--- src/rtl/mux_seq_pkg.sv ---
// rtl/mux_seq_pkg.sv - shared state encoding and width helper for the auto-sequencing mux
package mux_seq_pkg;

    localparam logic [0:0] ST_IDLE   = 1'b0;
    localparam logic [0:0] ST_STREAM = 1'b1;

    function automatic int clog2(input int value);
        int r;
        int v;
        r = 0;
        v = value - 1;
        while (v > 0) begin
            r = r + 1;
            v = v >> 1;
        end
        return r;
    endfunction

endpackage

--- src/rtl/mux_n_1.sv ---
// rtl/mux_n_1.sv - combinational N:1 word selector, out = frame[sel]
module mux_n_1
    import mux_seq_pkg::*;
#(
    parameter int DATA_W = 16,
    parameter int NUM_CH = 4,
    localparam int SEL_W = (clog2(NUM_CH) > 1) ? clog2(NUM_CH) : 1
) (
    input  logic [NUM_CH*DATA_W-1:0] frame_i,
    input  logic [SEL_W-1:0]         sel_i,
    output logic [DATA_W-1:0]        data_o
);

    // Out-of-range selects shift the frame away entirely and yield zero.
    assign data_o = DATA_W'(frame_i >> (int'(sel_i) * DATA_W));

endmodule

--- src/rtl/mux_n_seq.sv ---
// rtl/mux_n_seq.sv - captures an NUM_CH-word frame and replays it one word per beat; MUX_SEQ_MASK_EN adds ch_mask
module mux_n_seq
    import mux_seq_pkg::*;
#(
    parameter int DATA_W     = 16,
    parameter int NUM_CH     = 4,
    parameter int ORDER_DESC = 0,
    localparam int SEL_W     = (clog2(NUM_CH) > 1) ? clog2(NUM_CH) : 1
) (
    input  logic                     clock,
    input  logic                     reset,
    input  logic [NUM_CH*DATA_W-1:0] in_data,
    input  logic                     in_valid,
`ifdef MUX_SEQ_MASK_EN
    input  logic [NUM_CH-1:0]        ch_mask,
`endif
    output logic                     in_ready,
    output logic [DATA_W-1:0]        out_data,
    output logic [SEL_W-1:0]         out_sel,
    output logic                     out_valid,
    input  logic                     out_ready,
    output logic                     out_last,
    output logic                     frame_done
);

    logic [0:0]               state_q, state_d;
    logic [SEL_W-1:0]         idx_q, idx_d;
    logic [NUM_CH*DATA_W-1:0] frame_q, frame_d;
    logic                     done_q, done_d;
    logic [NUM_CH-1:0]        scan_mask;
    logic [NUM_CH-1:0]        scan_ord;
    logic [NUM_CH-1:0]        scan_sh;

`ifdef MUX_SEQ_MASK_EN
    logic [NUM_CH-1:0] mask_q, mask_d;
    // While idle the incoming mask decides the first channel of the frame being captured.
    assign scan_mask = (state_q == ST_IDLE) ? ch_mask : mask_q;
`else
    assign scan_mask = '1;
`endif

    // Positions count in emission order; the mapping is its own inverse.
    function automatic int to_phys(input int pos);
        return (ORDER_DESC != 0) ? (NUM_CH - 1 - pos) : pos;
    endfunction

    assign scan_ord = (ORDER_DESC != 0) ? {<<{scan_mask}} : scan_mask;

    int   cur_pos, first_pos, next_pos, last_pos;
    logic any_en, has_next;

    always_comb begin
        cur_pos   = to_phys(int'(idx_q));
        first_pos = 0;
        next_pos  = 0;
        last_pos  = 0;
        any_en    = 1'b0;
        has_next  = 1'b0;
        scan_sh   = '0;
        for (int p = 0; p < NUM_CH; p++) begin
            scan_sh = scan_ord >> p;
            if (scan_sh[0]) begin
                if (!any_en) first_pos = p;
                any_en   = 1'b1;
                last_pos = p;
                if ((p > cur_pos) && !has_next) begin
                    next_pos = p;
                    has_next = 1'b1;
                end
            end
        end
    end

    always_comb begin
        state_d = state_q;
        idx_d   = idx_q;
        frame_d = frame_q;
        done_d  = 1'b0;
`ifdef MUX_SEQ_MASK_EN
        mask_d  = mask_q;
`endif
        if (state_q == ST_IDLE) begin
            if (in_valid) begin
                frame_d = in_data;
`ifdef MUX_SEQ_MASK_EN
                mask_d  = ch_mask;
`endif
                if (any_en) begin
                    idx_d   = SEL_W'(to_phys(first_pos));
                    state_d = ST_STREAM;
                end else begin
                    done_d = 1'b1;
                end
            end
        end else if (out_ready) begin
            if (cur_pos == last_pos) begin
                state_d = ST_IDLE;
                idx_d   = '0;
                done_d  = 1'b1;
            end else begin
                idx_d = SEL_W'(to_phys(next_pos));
            end
        end
    end

    always_ff @(posedge clock or negedge reset) begin
        if (!reset) begin
            state_q <= ST_IDLE;
            idx_q   <= '0;
            frame_q <= '0;
            done_q  <= 1'b0;
`ifdef MUX_SEQ_MASK_EN
            mask_q  <= '0;
`endif
        end else begin
            state_q <= state_d;
            idx_q   <= idx_d;
            frame_q <= frame_d;
            done_q  <= done_d;
`ifdef MUX_SEQ_MASK_EN
            mask_q  <= mask_d;
`endif
        end
    end

    mux_n_1 #(
        .DATA_W (DATA_W),
        .NUM_CH (NUM_CH)
    ) u_mux (
        .frame_i (frame_q),
        .sel_i   (idx_q),
        .data_o  (out_data)
    );

    assign in_ready   = (state_q == ST_IDLE);
    assign out_valid  = (state_q == ST_STREAM);
    assign out_sel    = idx_q;
    assign out_last   = (state_q == ST_STREAM) && (cur_pos == last_pos);
    assign frame_done = done_q;

endmodule

--- config.mk ---
export PLATFORM = sky130hd
export DESIGN_NAME = mux_n_seq
export DESIGN_NICKNAME = d
export VERILOG_FILES = /design/src/rtl/mux_seq_pkg.sv /design/src/rtl/mux_n_1.sv /design/src/rtl/mux_n_seq.sv
export SDC_FILE = /design/constraint.sdc
export NUM_CORES = 1
export LEC_CHECK = 0
export ABC_CLOCK_PERIOD_IN_PS = 1480
export BUFFER_PORTS_ARGS = -buffer_cell sky130_fd_sc_hd__buf_2
export CELL_PAD_IN_SITES_DETAIL_PLACEMENT = 0
export CELL_PAD_IN_SITES_GLOBAL_PLACEMENT = 2
export CORE_UTILIZATION = 29
export CTS_CLUSTER_SIZE = 28
export DETAILED_ROUTE_END_ITERATION = 8
export MAX_ROUTING_LAYER = met4
export PLACE_DENSITY_LB_ADDON = 0.1
export SLEW_MARGIN = 25
export SYNTH_ARGS = -nofsm -noshare
export SYNTH_HDL_FRONTEND = slang
export SYNTH_SLANG_ARGS = --single-unit
--- constraint.sdc ---
create_clock -name clock -period 1.48 [get_ports clock]
set_input_delay 0.222 -clock clock [delete_from_list [all_inputs] [get_ports clock]]
set_output_delay 0.222 -clock clock [all_outputs]
set_load 0.1 [all_outputs]
# Word-level counts from Yosys, hierarchy flattened

Cells that the tools add are included.
Widths: inputs -> output; s select.

$lt $le $gt $ge: 3
Eq/ne operators: 2
Shift-type cells: 1
Muxes and demuxes: 16
Bitwise operators: 1
Reduce and logical (&&, ||, !) cells: 8

Operators by type and width:

| kind               | count |
|---|---|
| $shr 64x6->16      | 1 |
| $mux 2             | 6 |
| $mux 1             | 10 |
| $gt 2x2->1 const A | 2 |
| $reduce_and 2->1   | 2 |
| $logic_and 1x1->1  | 3 |
| $eq 2x1->1 const B | 1 |
| $gt 1x2->1 const A | 1 |
| $logic_not 1->1    | 2 |
| $ne 2x2->1 const B | 1 |
| $reduce_bool 2->1  | 1 |
| $not 1->1          | 1 |

Register bits: 68
Input bits: 68
Output and inout bits: 22

# Longest topological paths before layout

Gate-level depths: netlist of the first run.

Depth after elaboration: 11
Mapped depth: 6
Depth with buffers taken out: 4

# Modules after synthesis

Synthesis of the first run repeated with hierarchy kept, for this count alone.

Cells, all modules: 171
Area total of the unflattened synthesis: 3,288.2 sq um

By module, submodules not included:

| module    | times used | cells an instance | area an instance (sq um) | sequential area each (sq um) |
|---|---|---|---|---|
| mux_n_seq | 1          | 151               | 2,864.0                  | 1,701.6 |
| mux_n_1   | 1          | 20                | 424.2                    | 0.0 |

# Worst setup path before layout of the first run

Ideal clock, no wire load.

Path kind: register to output
Start: register idx_q[0] (netlist: out_sel[0])
End: output port out_data[0]
Data arrival time: 2,185 ps
Path slack: -927 ps
Stages on the path, launching flop included: 3
Path buffers: 1
Cell sequence: dfrtp_1 -> buf_6 -> mux4_1

Cells in the longest elaborated chain, start to end: 1

Ends and longest elaborated chain:

| element                | RTL line         | text |
|---|---|---|
| from (decl)            | mux_n_seq.sv:27  | `logic [SEL_W-1:0] idx_q, idx_d;` |
| from (signal assigned) | mux_n_seq.sv:117 | `idx_q <= idx_d;` |
| $shr 64x6->16          | mux_n_1.sv:15    | `assign data_o = DATA_W'(frame_i >> (int'(sel_i) * DATA_W));` |
| to (decl)              | mux_n_seq.sv:18  | `output logic [DATA_W-1:0] out_data,` |

No other way between the ends.

# Worst setup path after layout of the first run

Start: register idx_q[0] (netlist: out_sel[0])
End: output port out_data[8]

The elaborated chain is that of the path after synthesis.

==> flow_summary.ini, run 1 <==
[synthesis]
synth.most_common_cell = dfrtp_1
ys_seq_area_share_pct = 50.7
yosysWarnings = 0
ys_top_cells_by_count = 68 x dfrtp_1, 60 x mux2_4, 8 x buf_12, 8 x mux4_1, 8 x mux4_2
netlist_area_um2 = 3350
syn_inst = 176
synth_fp_nets = 247
synth.distinct_cells = 19
synth-seq-cells = 68
synth_edf_count = 0
syn_avg_cell_area_um2 = 19.1
yosys.area.top_type = dfrtp_1
synth.top_cell.area_share_pct = 50.7
ys.flop_type = dfrtp_1
ys_async_sr_fraction_pct = 100
synth.area.top_cells = dfrtp_1 51%, mux2_4 27%, mux4_1 6.3%

[global_routing]
track_usage_pct = 13.3
grt.overflow.total = 0
antenna_found_initial = 0
grt_pass1_vias = 2090
grt_max_degree = 31
grt_pass1_wl_mm = 11.3

[routing]
via_per_inst = 4.34
wl_mm = 6.93
drc = 0
antenna_left = 0
wire_per_inst_um = 16.3
drt_pass1_iterations = 3
drt_iter0_drc = 36
via_count = 1848

[floorplanning]
core_um2 = 11000
fp.dieW_um = 110
die_h_um = 110
start_util_pct = 30.4
io_pins = 90
die-area_um2 = 12000
rows = 38

[cts]
h-tree-depth = 3
cts_root_buf = clkbuf_16
cts.path.max_buffers = 2
cts_buffers = 9
cts_tree = yes
clock-sinks = 68
insertion_delay_ns = 0.32
clkTransAtPathRegs_ns = 0.06

[setup_path]
worstPathCellList = buf_12, mux4_2, buf_12
end_kind = primary output
crit_path_start_kind = flop
cp_slowest_cell = mux4_2
cp-startpoint = out_sel[0]
r2r-start = out_sel[0]
cp_max_fo = 10
cpPeakStageDelay_ns = 0.55
worstPathRequired_ns = 1.26
worstPathArrival_ns = 1.66
worstSetupPathType = reg -> out
cp_common_cell = buf_12

[sta]
slew_headroom_pct = 68.0
fin_crit_ns = 1.88
tns_ns = -6.56
fin_crit_sh_pct = 127
fin_ws_ns = -0.404
setup_violations = 20
hold_violations = 0
rsz0062_at_grt = true
tightest_slew_ns = 0.484
maxSlewViolCount = 0
holdWs_ns = 0.125
timing.fmax_mhz = 531
fin_skew_ns = 0.00520

[finish]
final_util_pct = 42.8
antenna_cells = 0
area.growth.synth_to_final_pct = 40.6
final_net_count = 353
drive_above_1_share_pct = 73.4

[placement]
place_hpwl_mm = 4.68
globalplace.congestion = 0.663
place_ws_ns = -0.0838
port-buffer-count = 89

[status]
violations = setup timing
status = finished with violations

[min_path]
hp-class = in -> reg
worstHoldStart = in_data[39]

[flow_run]
maxCapViolations = 0
cell type report:
cell class	count	area, um2
clock buffers	10	239
clock inverters	5	108
fillers	1023	6310
inverters	3	17.5
multi-input cells	93	1460
flip-flops and latches	68	1710
well taps	140	175
repair buffers	107	1000
path summary, 6_finish.rpt:
path                               endpoint  slack, ns  depth (start not counted)
worst min-delay path            frame_q[39]       0.13                          2
worst min register to register  frame_q[30]       0.50                          1
max in group asynchronous       frame_q[50]       0.67                          3
min in group asynchronous       frame_q[48]       0.35                          2
worst max-delay path            out_data[8]      -0.40                          3
worst max register to register   out_sel[1]      -0.01                          6
metal layers:
metal | global-route usage [%] | share of wire [%] | vias to the layer above
met3 | 3.02 | 5.2 | 8
met1 | 18.9 | 49 | 927
li1 | - | - | 857
met2 | 18.6 | 45 | 56
met5 | - | 0 | -
met4 | 4.57 | 1.1 | 0
metrics by stage:
stage / std cells / cell area (um2)
CTS: 426 / 4700
global route: 426 / 4720
finish: 426 / 4720
floorplan: 176 / 3370
global placement: 403 / 4250
detailed placement: 403 / 4250
kinds of logic after synthesis:
group | share of synthesized area, %
buffers and inverters | 6.08
and+or+nand+nor | 1.12
AOI/OAI and AO/OA | 0.784
muxes | 40.1
DFF | 50.7
adders and majority gates | 1.12
critical path, delay by kind of cell, from the launching register on:
kind / cells / cell delay (ns)
buffers and inverters: 2 / 0.35
DFF: 1 / 0.44
muxes: 1 / 0.55
registers in the layout, summed over array words and instances, names as in the netlist:
register    count
frame_q        64
out_sel         2
frame_done      1
out_valid       1
what timing repair did:
action,4_1_cts,5_1_grt
setup endpoints to repair,18,21
gates resized for setup,8,3
hold endpoints to repair,22,0
buffers inserted,7,0
pin swaps,1,2
hold buffers,1,0
gates cloned,0,0
cells in the final DEF, fill, tap and decap left out, drive strengths merged:
cell | synthesis | layout
a32o | 1 | 1
and2 | 1 | 1
and3 | 1 | 1
buf | 12 | 106
bufinv | 0 | 3
clkbuf | 0 | 10
clkinvlp | 0 | 1
dfrtp | 68 | 68
dlygate4sd3 | 0 | 1
ha | 3 | 3
inv | 3 | 4
mux2 | 64 | 64
mux2i | 1 | 1
mux4 | 16 | 16
nand2 | 1 | 1
nor2 | 2 | 2
nor2b | 1 | 1
o21bai | 1 | 1
o2bb2ai | 1 | 1
Power of run 1 is not shown: default switching activity piles up to over one toggle a cycle in this logic, so the estimate is an artifact.
==> inputs of run 2 (changes only) <==
- SETUP_SLACK_MARGIN: default -> 0.02
==> run 2 against run 1 <==
Net effect: the flow still finishes with violations (setup timing); worst hold slack about the same; clock skew about the same; die area unchanged; utilization increased by 0.20 points; flip-flop and latch count unchanged; non-clock buffer count increased by 2; final cell count increased by 0.47%; setup slack about the same; sequential share of layout area decreased by 0.17 points; count of clock-buffer cells in the layout unchanged; first-iteration DRC count increased by 22%; global-route usage about the same; critical endpoint unchanged.
==> flow_summary.ini, run 2 (synthesized netlist as in run 1, its figures left out) <==
[sta]
timing.fmax_mhz = 531
fin_crit_ns = 1.88
fin_skew_ns = 0.00534
maxSlewViolCount = 0
slew_headroom_pct = 68.0
setup_violations = 20
rsz0062_at_grt = true
tightest_slew_ns = 0.484
fin_crit_sh_pct = 127
fin_ws_ns = -0.404
hold_violations = 0

[finish]
final_net_count = 355
largest_reg_flops = 64
final_cell_mix = 67 x buf_2, 65 x dfrtp_1, 64 x mux2_4, 28 x buf_12, 16 x mux4_2
top_register = frame_q
area.growth.synth_to_final_pct = 41.3
fill_cells = 1024
drive_above_1_share_pct = 73.6
layout_commonest_cell = buf_2
antenna_cells = 0

[min_path]
hp-class = in -> reg
hold_depth = 2
min_to = frame_q[39]
worstHoldStart = in_data[39]

[cts]
clock-sinks = 68
cts_tree = yes
insertion_delay_ns = 0.32
h-tree-depth = 3
cts_root_buf = clkbuf_16
clkTransAtPathRegs_ns = 0.06
cts_buffers = 9
cts.path.max_buffers = 2

[global_routing]
grt_max_degree = 31
grt_pass1_wl_mm = 11.3
antenna_found_initial = 0
grt_pass1_vias = 2087
grt.overflow.total = 0
track_usage_pct = 13.3

[setup_path]
worstSetupPathType = reg -> out
cp_common_cell = buf_12
cp_slowest_cell = mux4_2
cpPeakStageDelay_ns = 0.55
cp_max_fo = 10
worstPathArrival_ns = 1.66
worstPathRequired_ns = 1.26
reg2reg_to = out_sel[1]
r2r-start = out_sel[0]
end_kind = primary output
crit_path_start_kind = flop
r2r_cells = 6
worstPathCellList = buf_12, mux4_2, buf_12
rrSetupSlack_ns = -0.01

[placement]
port-buffer-count = 89
globalplace.congestion = 0.663
place_hpwl_mm = 4.68
place_ws_ns = -0.0838

[routing]
drt_iter0_drc = 44
via_per_inst = 4.33
via_count = 1855
drt_pass1_iterations = 3
wire_per_inst_um = 16.2
wl_mm = 6.95
drc = 0
antenna_left = 0

[flow_run]
maxCapViolations = 0

[floorplanning]
die_h_um = 110
fp.dieW_um = 110
die-area_um2 = 12000
core_um2 = 11000
start_util_pct = 30.4
rows = 38
io_pins = 90

[status]
violations = setup timing
status = finished with violations
## run 2: critical path, delay by kind of cell (launching register included)
family,cells,cell delay (ns)
buffers and inverters,2,0.35
flip-flops,1,0.44
multiplexers,1,0.55
## run 2: how the worst max path moves through the flow
stage | to | slack (ns) | from
after floorplan | out_data[13] | -0.46 | out_sel[0]
after global placement | out_data[8] | -0.08 | out_sel[0]
after detailed placement | out_data[15] | -0.08 | out_sel[0]
after CTS | out_data[15] | -0.43 | out_sel[0]
after global routing | out_data[15] | -0.45 | out_sel[0]
final | out_data[8] | -0.40 | out_sel[0]
## run 2: final cells by class
class                           count  area, um2  area share (%)
Sequential cell                    68       1710            36.1
Multi-Input combinational cell     93       1460            30.8
Timing Repair Buffer              109       1030            21.7
Clock buffer                       10        239            5.04
Tap cell                          140        175            3.70
Clock inverter                      5        108            2.27
Inverter                            3       17.5           0.370
## run 2: routing by layer
| metal | vias to the layer above | track usage [%] | share of wire [%] |
|---|---|---|---|
| met3 | 8 | 3.02 | 5.1 |
| met2 | 56 | 18.6 | 44 |
| met4 | 0 | 4.57 | 1.0 |
| met1 | 930 | 19.0 | 49 |
| met5 | - | - | 0 |
| li1 | 861 | - | - |
## run 2: through the flow
stage	cell area [um2]	cells	utilization, %	hold slack [ns]	TNS, ns
3_3_place_gp	4250	403	38.5	0.163	-1.02
3_5_place_dp	4250	403	38.5	0.162	-1.07
5_1_grt	4740	428	43.0	0.113	-7.41
4_1_cts	4700	426	42.6	0.110	-6.99
2_1_floorplan	3370	176	-	-0.0736	-15.79
6_report	4740	428	43.0	0.125	-6.56
## run 2: timing repair
item                                    4_1_cts  5_1_grt
hold buffers                                  1        0
endpoints found under the setup margin       19       22
hold endpoints to repair                     22        0
pin swaps                                     1        3
setup buffers                                 7        2
gates resized for setup                       9        4
Power of run 2 is left out for the same reason.
